**src/rtl/spi_master_core.sv**
```systemverilog
// SPI mode-0 master (MSB first) with start/done handshake and sck derived from clk_i.
// Define SPI_BURST_EN to allow back-to-back frames with cs_o held low.
module spi_master_core #(
  parameter int MAX_PIXEL_BITS = 8,
  parameter int DATA_BITS      = MAX_PIXEL_BITS,
  parameter int CLK_DIV        = 4
) (
  input  logic                 clk_i,
  input  logic                 nreset_i,
  input  logic                 start_i,
  input  logic [DATA_BITS-1:0] data_tx_i,
  output logic [DATA_BITS-1:0] data_rx_o,
  output logic                 done_o,
  output logic                 busy_o,
  output logic                 sck_o,
  output logic                 cs_o,
  output logic                 sdo_o,
  input  logic                 sdi_i
);

  localparam int CW = $clog2(CLK_DIV + 1);
  localparam int BW = $clog2(DATA_BITS + 1);

  localparam logic [CW-1:0] CntOne   = CW'(1);
  localparam logic [CW-1:0] DivLast  = CW'(CLK_DIV - 1);
  localparam logic [CW-1:0] DivFull  = CW'(CLK_DIV);
  localparam logic [BW-1:0] BitOne   = BW'(1);
  localparam logic [BW-1:0] BitsLast = BW'(DATA_BITS);

  localparam logic [2:0] StIdle  = 3'd0;
  localparam logic [2:0] StSetup = 3'd1;
  localparam logic [2:0] StSckHi = 3'd2;
  localparam logic [2:0] StSckLo = 3'd3;
  localparam logic [2:0] StHold  = 3'd4;
  localparam logic [2:0] StGap   = 3'd5;

  logic [2:0]           state;
  logic [CW-1:0]        cnt;
  logic [BW-1:0]        bit_cnt;
  logic [DATA_BITS-1:0] tx_sr;
  logic [DATA_BITS-1:0] rx_sr;

  always_ff @(posedge clk_i or negedge nreset_i) begin
    if (!nreset_i) begin
      state     <= StIdle;
      cnt       <= '0;
      bit_cnt   <= '0;
      tx_sr     <= '0;
      rx_sr     <= '0;
      data_rx_o <= '0;
      done_o    <= 1'b0;
      busy_o    <= 1'b0;
      sck_o     <= 1'b0;
      cs_o      <= 1'b1;
      sdo_o     <= 1'b0;
    end else begin
      done_o <= 1'b0;
      case (state)
        StIdle: begin
          if (start_i) begin
            tx_sr   <= data_tx_i;
            busy_o  <= 1'b1;
            cnt     <= '0;
            bit_cnt <= '0;
            state   <= StSetup;
          end
        end
        StSetup: begin
          // First SETUP cycle drives cs/MSB; the wait that follows is CLK_DIV cycles long.
          if (cnt == '0) begin
            cs_o  <= 1'b0;
            sdo_o <= tx_sr[DATA_BITS-1];
          end
          if (cnt == DivFull) begin
            cnt     <= '0;
            sck_o   <= 1'b1;
            rx_sr   <= {rx_sr[DATA_BITS-2:0], sdi_i};
            bit_cnt <= bit_cnt + BitOne;
            state   <= StSckHi;
          end else begin
            cnt <= cnt + CntOne;
          end
        end
        StSckHi: begin
          if (cnt == DivLast) begin
            cnt   <= '0;
            sck_o <= 1'b0;
            if (bit_cnt == BitsLast) begin
              sdo_o <= 1'b0;
              state <= StHold;
            end else begin
              tx_sr <= {tx_sr[DATA_BITS-2:0], 1'b0};
              sdo_o <= tx_sr[DATA_BITS-2];
              state <= StSckLo;
            end
          end else begin
            cnt <= cnt + CntOne;
          end
        end
        StSckLo: begin
          if (cnt == DivLast) begin
            cnt     <= '0;
            sck_o   <= 1'b1;
            rx_sr   <= {rx_sr[DATA_BITS-2:0], sdi_i};
            bit_cnt <= bit_cnt + BitOne;
            state   <= StSckHi;
          end else begin
            cnt <= cnt + CntOne;
          end
        end
        StHold: begin
          if (cnt == DivLast) begin
            cnt       <= '0;
            done_o    <= 1'b1;
            data_rx_o <= rx_sr;
`ifdef SPI_BURST_EN
            if (start_i) begin
              // Chained frame: cs stays low and MSB is already on sdo, so skip the setup drive.
              tx_sr   <= data_tx_i;
              sdo_o   <= data_tx_i[DATA_BITS-1];
              bit_cnt <= '0;
              cnt     <= CntOne;
              state   <= StSetup;
            end else begin
              cs_o  <= 1'b1;
              state <= StGap;
            end
`else
            cs_o  <= 1'b1;
            state <= StGap;
`endif
          end else begin
            cnt <= cnt + CntOne;
          end
        end
        StGap: begin
          if (cnt == DivLast) begin
            cnt    <= '0;
            busy_o <= 1'b0;
            state  <= StIdle;
          end else begin
            cnt <= cnt + CntOne;
          end
        end
        default: state <= StIdle;
      endcase
    end
  end

endmodule

```
**config.mk**
```make
export PLATFORM = sky130hd
export DESIGN_NAME = spi_master_core
export DESIGN_NICKNAME = d
export VERILOG_FILES = /design/src/rtl/spi_master_core.sv
export SDC_FILE = /design/constraint.sdc
export NUM_CORES = 1
export LEC_CHECK = 0
export CORE_MARGIN = 2
export CORE_UTILIZATION = 54
export DETAILED_ROUTE_END_ITERATION = 7
export PLACE_DENSITY = 0.86
export SLEW_MARGIN = 10
export SYNTH_ARGS = -nofsm -noshare
export SYNTH_HDL_FRONTEND = slang
export SYNTH_SLANG_ARGS = --single-unit
```
**constraint.sdc**
```tcl
create_clock -name clk_i -period 2.3 [get_ports clk_i]
set_clock_uncertainty 0.05 [all_clocks]
set_input_delay 0.345 -clock clk_i [delete_from_list [all_inputs] [get_ports clk_i]]
set_output_delay 0.345 -clock clk_i [all_outputs]
set_load 0.005 [all_outputs]
```
==> impl_metrics.yaml <==
run_status:
  outcome: "complete, no violations"
logic_synthesis:
  synthFlopType: "dfrtp_1"
  synth_seq_cells: 39
  synthesis.nets: 192
  syn_avg_cell_area_um2: 11.17
  synth_edf_count: 0
  ys_warn_count: 0
  synthArstFlopShare_pct: 100.0
  syn_area_mm2: 0.001943
  synthCells: 174
  seq_area_frac_synth_pct: 50.29
  synth_cell_types: 40
cts:
  htreeDepth: 2
  post_cts_buffers: 0
  cts-buffers-inserted: 5
  cts_hold_buf: 0
  root_buffer: "clkbuf_4"
  clk_latency_ns: 0.34
  cts_sinks: 39
  cts_tree: "built"
  clock_path_buffers: 2
  clkSlewWorstSetupHoldPaths_ns: 0.11
  cts_resized: 0
global_routing:
  gr-total-overflow: 0
  grt_pass1_vias: 1492
  grtUsageTotal_pct: 21.75
  antenna_found_initial: 0
  grt_first_pass_wirelength_mm: 6.858
  grt_max_degree: 40
timing:
  setup_viol: 0
  hold_slack_ns: 0.04864
  max_freq_mhz: 522.0
  timing.slew.headroom_pct: 43.30
  fin_crit_ns: 1.916
  tns_ns: 0
  hold_violations: 0
  period_share_pct: 83.29
  worst_slew_pin_slew_ns: 0.8505
  rsz0062_at_grt: "no"
  worst_slack_ns: 0.3844
  slew_violations: 0
routing:
  routed_wl_mm: 3.862
  vias: 1443
  wl_met1_mm: 1.766
  drtAntennaViolNets: 0
  drc: 0
  drt_iter0_drc: 66
  vias_per_cell: 5.772
  routed-wl-met2_mm: 1.934
  drtPass1Iterations: 4
  routedWlPerCell_um: 15.45
  met3_length_um: 107
  top_layer: "met4"
power:
  leakage_nw: 0.9737
  p_comb_share_pct: 4.3
  irDropWorstVdd_mv: 0.4225
  clkPwrFrac_pct: 31.3
  p_per_area_mw_per_mm2: 472.4
  power.internal_mw: 0.8360
  power_frac_seq_pct: 64.5
  switching_share_pct: 22.96
  p_switching_mw: 0.2492
  power_mw: 1.085
placed_design:
  numPlacedInstances: 242
  gp_congestion: 0.8057
  port_buffers: 24
  place_hpwl_mm: 2.704
  pre_cts_slack_ns: 0.2979
  dpl-instance-area_mm2: 0.002243
final_layout:
  fin_cells: 250
  diodes: 0
  fin_util_pct: 67.77
  nets: 221
  syn_to_final_growth_pct: 18.22
  drive_gt1_share_pct: 19.61
  fin_area_mm2: 0.002297
job:
  drv_cap: 0
floorplan:
  dieArea_mm2: 0.004094
  start_util_pct: 57.33
  core_mm2: 0.003390
  num_rows: 21
  num_io_pins: 25
  die-width_um: 63.99
  die_h_um: 63.99
worst_setup_path:
  cp.arrival_ns: 2.09
  required_ns: 2.47
  cp-start-kind: "register"
  path_max_fanout: 16
  critPathKind: "reg2reg"
  end_kind: "register"
hold_path:
  hold_path.class: "in2async"
==> cell type report <==
cell class | instances | area (um^2)
Fill cell | 259 | 1092
Sequential cell | 39 | 977.2
Multi-Input combinational cell | 117 | 887.1
Timing Repair Buffer | 31 | 287.8
Tap cell | 46 | 57.56
Clock buffer | 6 | 41.29
Inverter | 9 | 33.78
Clock inverter | 2 | 12.51
==> layer usage <==
metal / up-vias / global-route usage [%]
met5: - / 0
met4: 0 / 7.880
met3: 4 / 5.106
met2: 20 / 35.81
met1: 730 / 27.99
li1: 689 / -
==> power by group through the flow <==
stage,sequential (mW),clock (mW),combinational (mW)
after floorplan,0.711,0,0.0120
after global placement,0.712,0,0.0452
after detailed placement,0.712,0,0.0470
after CTS,0.699,0.357,0.0475
after global routing,0.701,0.386,0.0519
final,0.700,0.340,0.0461
==> Yosys cell counts, types with 2 or more instances <==
master	n	area [um^2]
o31ai_1	2	15.01
a21o_1	2	15.01
a21oi_1	3	15.01
o21a_1	3	22.52
a2bb2oi_1	7	61.31
dfrtp_1	38	950.9
inv_1	9	33.78
nor2_1	8	30.03
nand3b_1	5	37.54
o211ai_1	3	22.52
o21ai_0	8	40.04
ha_1	6	75.07
nor2b_1	3	18.77
mux2_2	18	202.7
o22ai_1	8	50.05
nand3_1	3	15.01
nand2_1	13	48.80
clkbuf_1	2	7.510
a31oi_1	3	18.77
a21boi_0	2	15.01
a211o_1	3	26.28
buf_2	6	30.03
mux2i_1	2	20.02
==> registers in the layout, indices dropped and copies added, names as in the netlist <==
signal,count
bit_cnt,4
busy_o,1
cnt,3
cs_o,1
data_rx_o,8
done_o,1
rx_sr,8
sck_o,1
sdo_o,1
state,3
tx_sr,8
==> final timing paths <==
kind | start | to | slack [ns] | cells past startpoint
hold reg to reg | bit_cnt[3]$_DFFE_PN0P_ | bit_cnt[3]$_DFFE_PN0P_ | 0.45 | 1
min in group clk_i | bit_cnt[3]$_DFFE_PN0P_ | bit_cnt[3]$_DFFE_PN0P_ | 0.45 | 1
setup reg to reg | state[0]$_DFFE_PN0P_ | tx_sr[7]$_DFFE_PN0P_ | 0.38 | 5
setup / recovery | state[0]$_DFFE_PN0P_ | tx_sr[7]$_DFFE_PN0P_ | 0.38 | 5
hold / removal | nreset_i | cnt[1]$_DFFE_PN0P_ | 0.05 | 1
max in group asynchronous | nreset_i | sck_o$_DFFE_PN0P_ | 1.61 | 1
==> cells by family after synthesis <==
group | Yosys count | synth area share, %
AO/OA/AOI/OAI | 51 | 18.74
AND/OR/NAND/NOR | 40 | 11.59
flip-flops | 39 | 50.29
multiplexers | 20 | 11.46
buffers and inverters | 18 | 4.057
adder cells (fa/ha/maj) | 6 | 3.863
==> cells in the final DEF, fill, tap and decap left out, types with 2 or more instances in the layout <==
cell type        count
dfrtp_1             38
clkdlybuf4s50_1     23
mux2_2              18
nand2_1             13
inv_1                9
nor2_1               8
o22ai_1              8
o21ai_0              8
a2bb2oi_1            7
buf_4                7
ha_1                 6
nand3b_1             5
clkbuf_4             5
nand3_1              3
o21a_1               3
nor2b_1              3
a21oi_1              3
a31oi_1              3
a211o_1              3
o211ai_1             3
a21boi_0             2
a21o_1               2
o31ai_1              2
mux2i_1              2
==> worst max-delay path: stages (launching register included) <==
cell       delay [ns]
dfrtp_1          0.59
buf_4            0.27
nor3b_2          0.22
nand3_1          0.30
o22ai_1          0.26
a2bb2oi_1        0.11
Note: power is estimated with default switching activity, not from simulation.
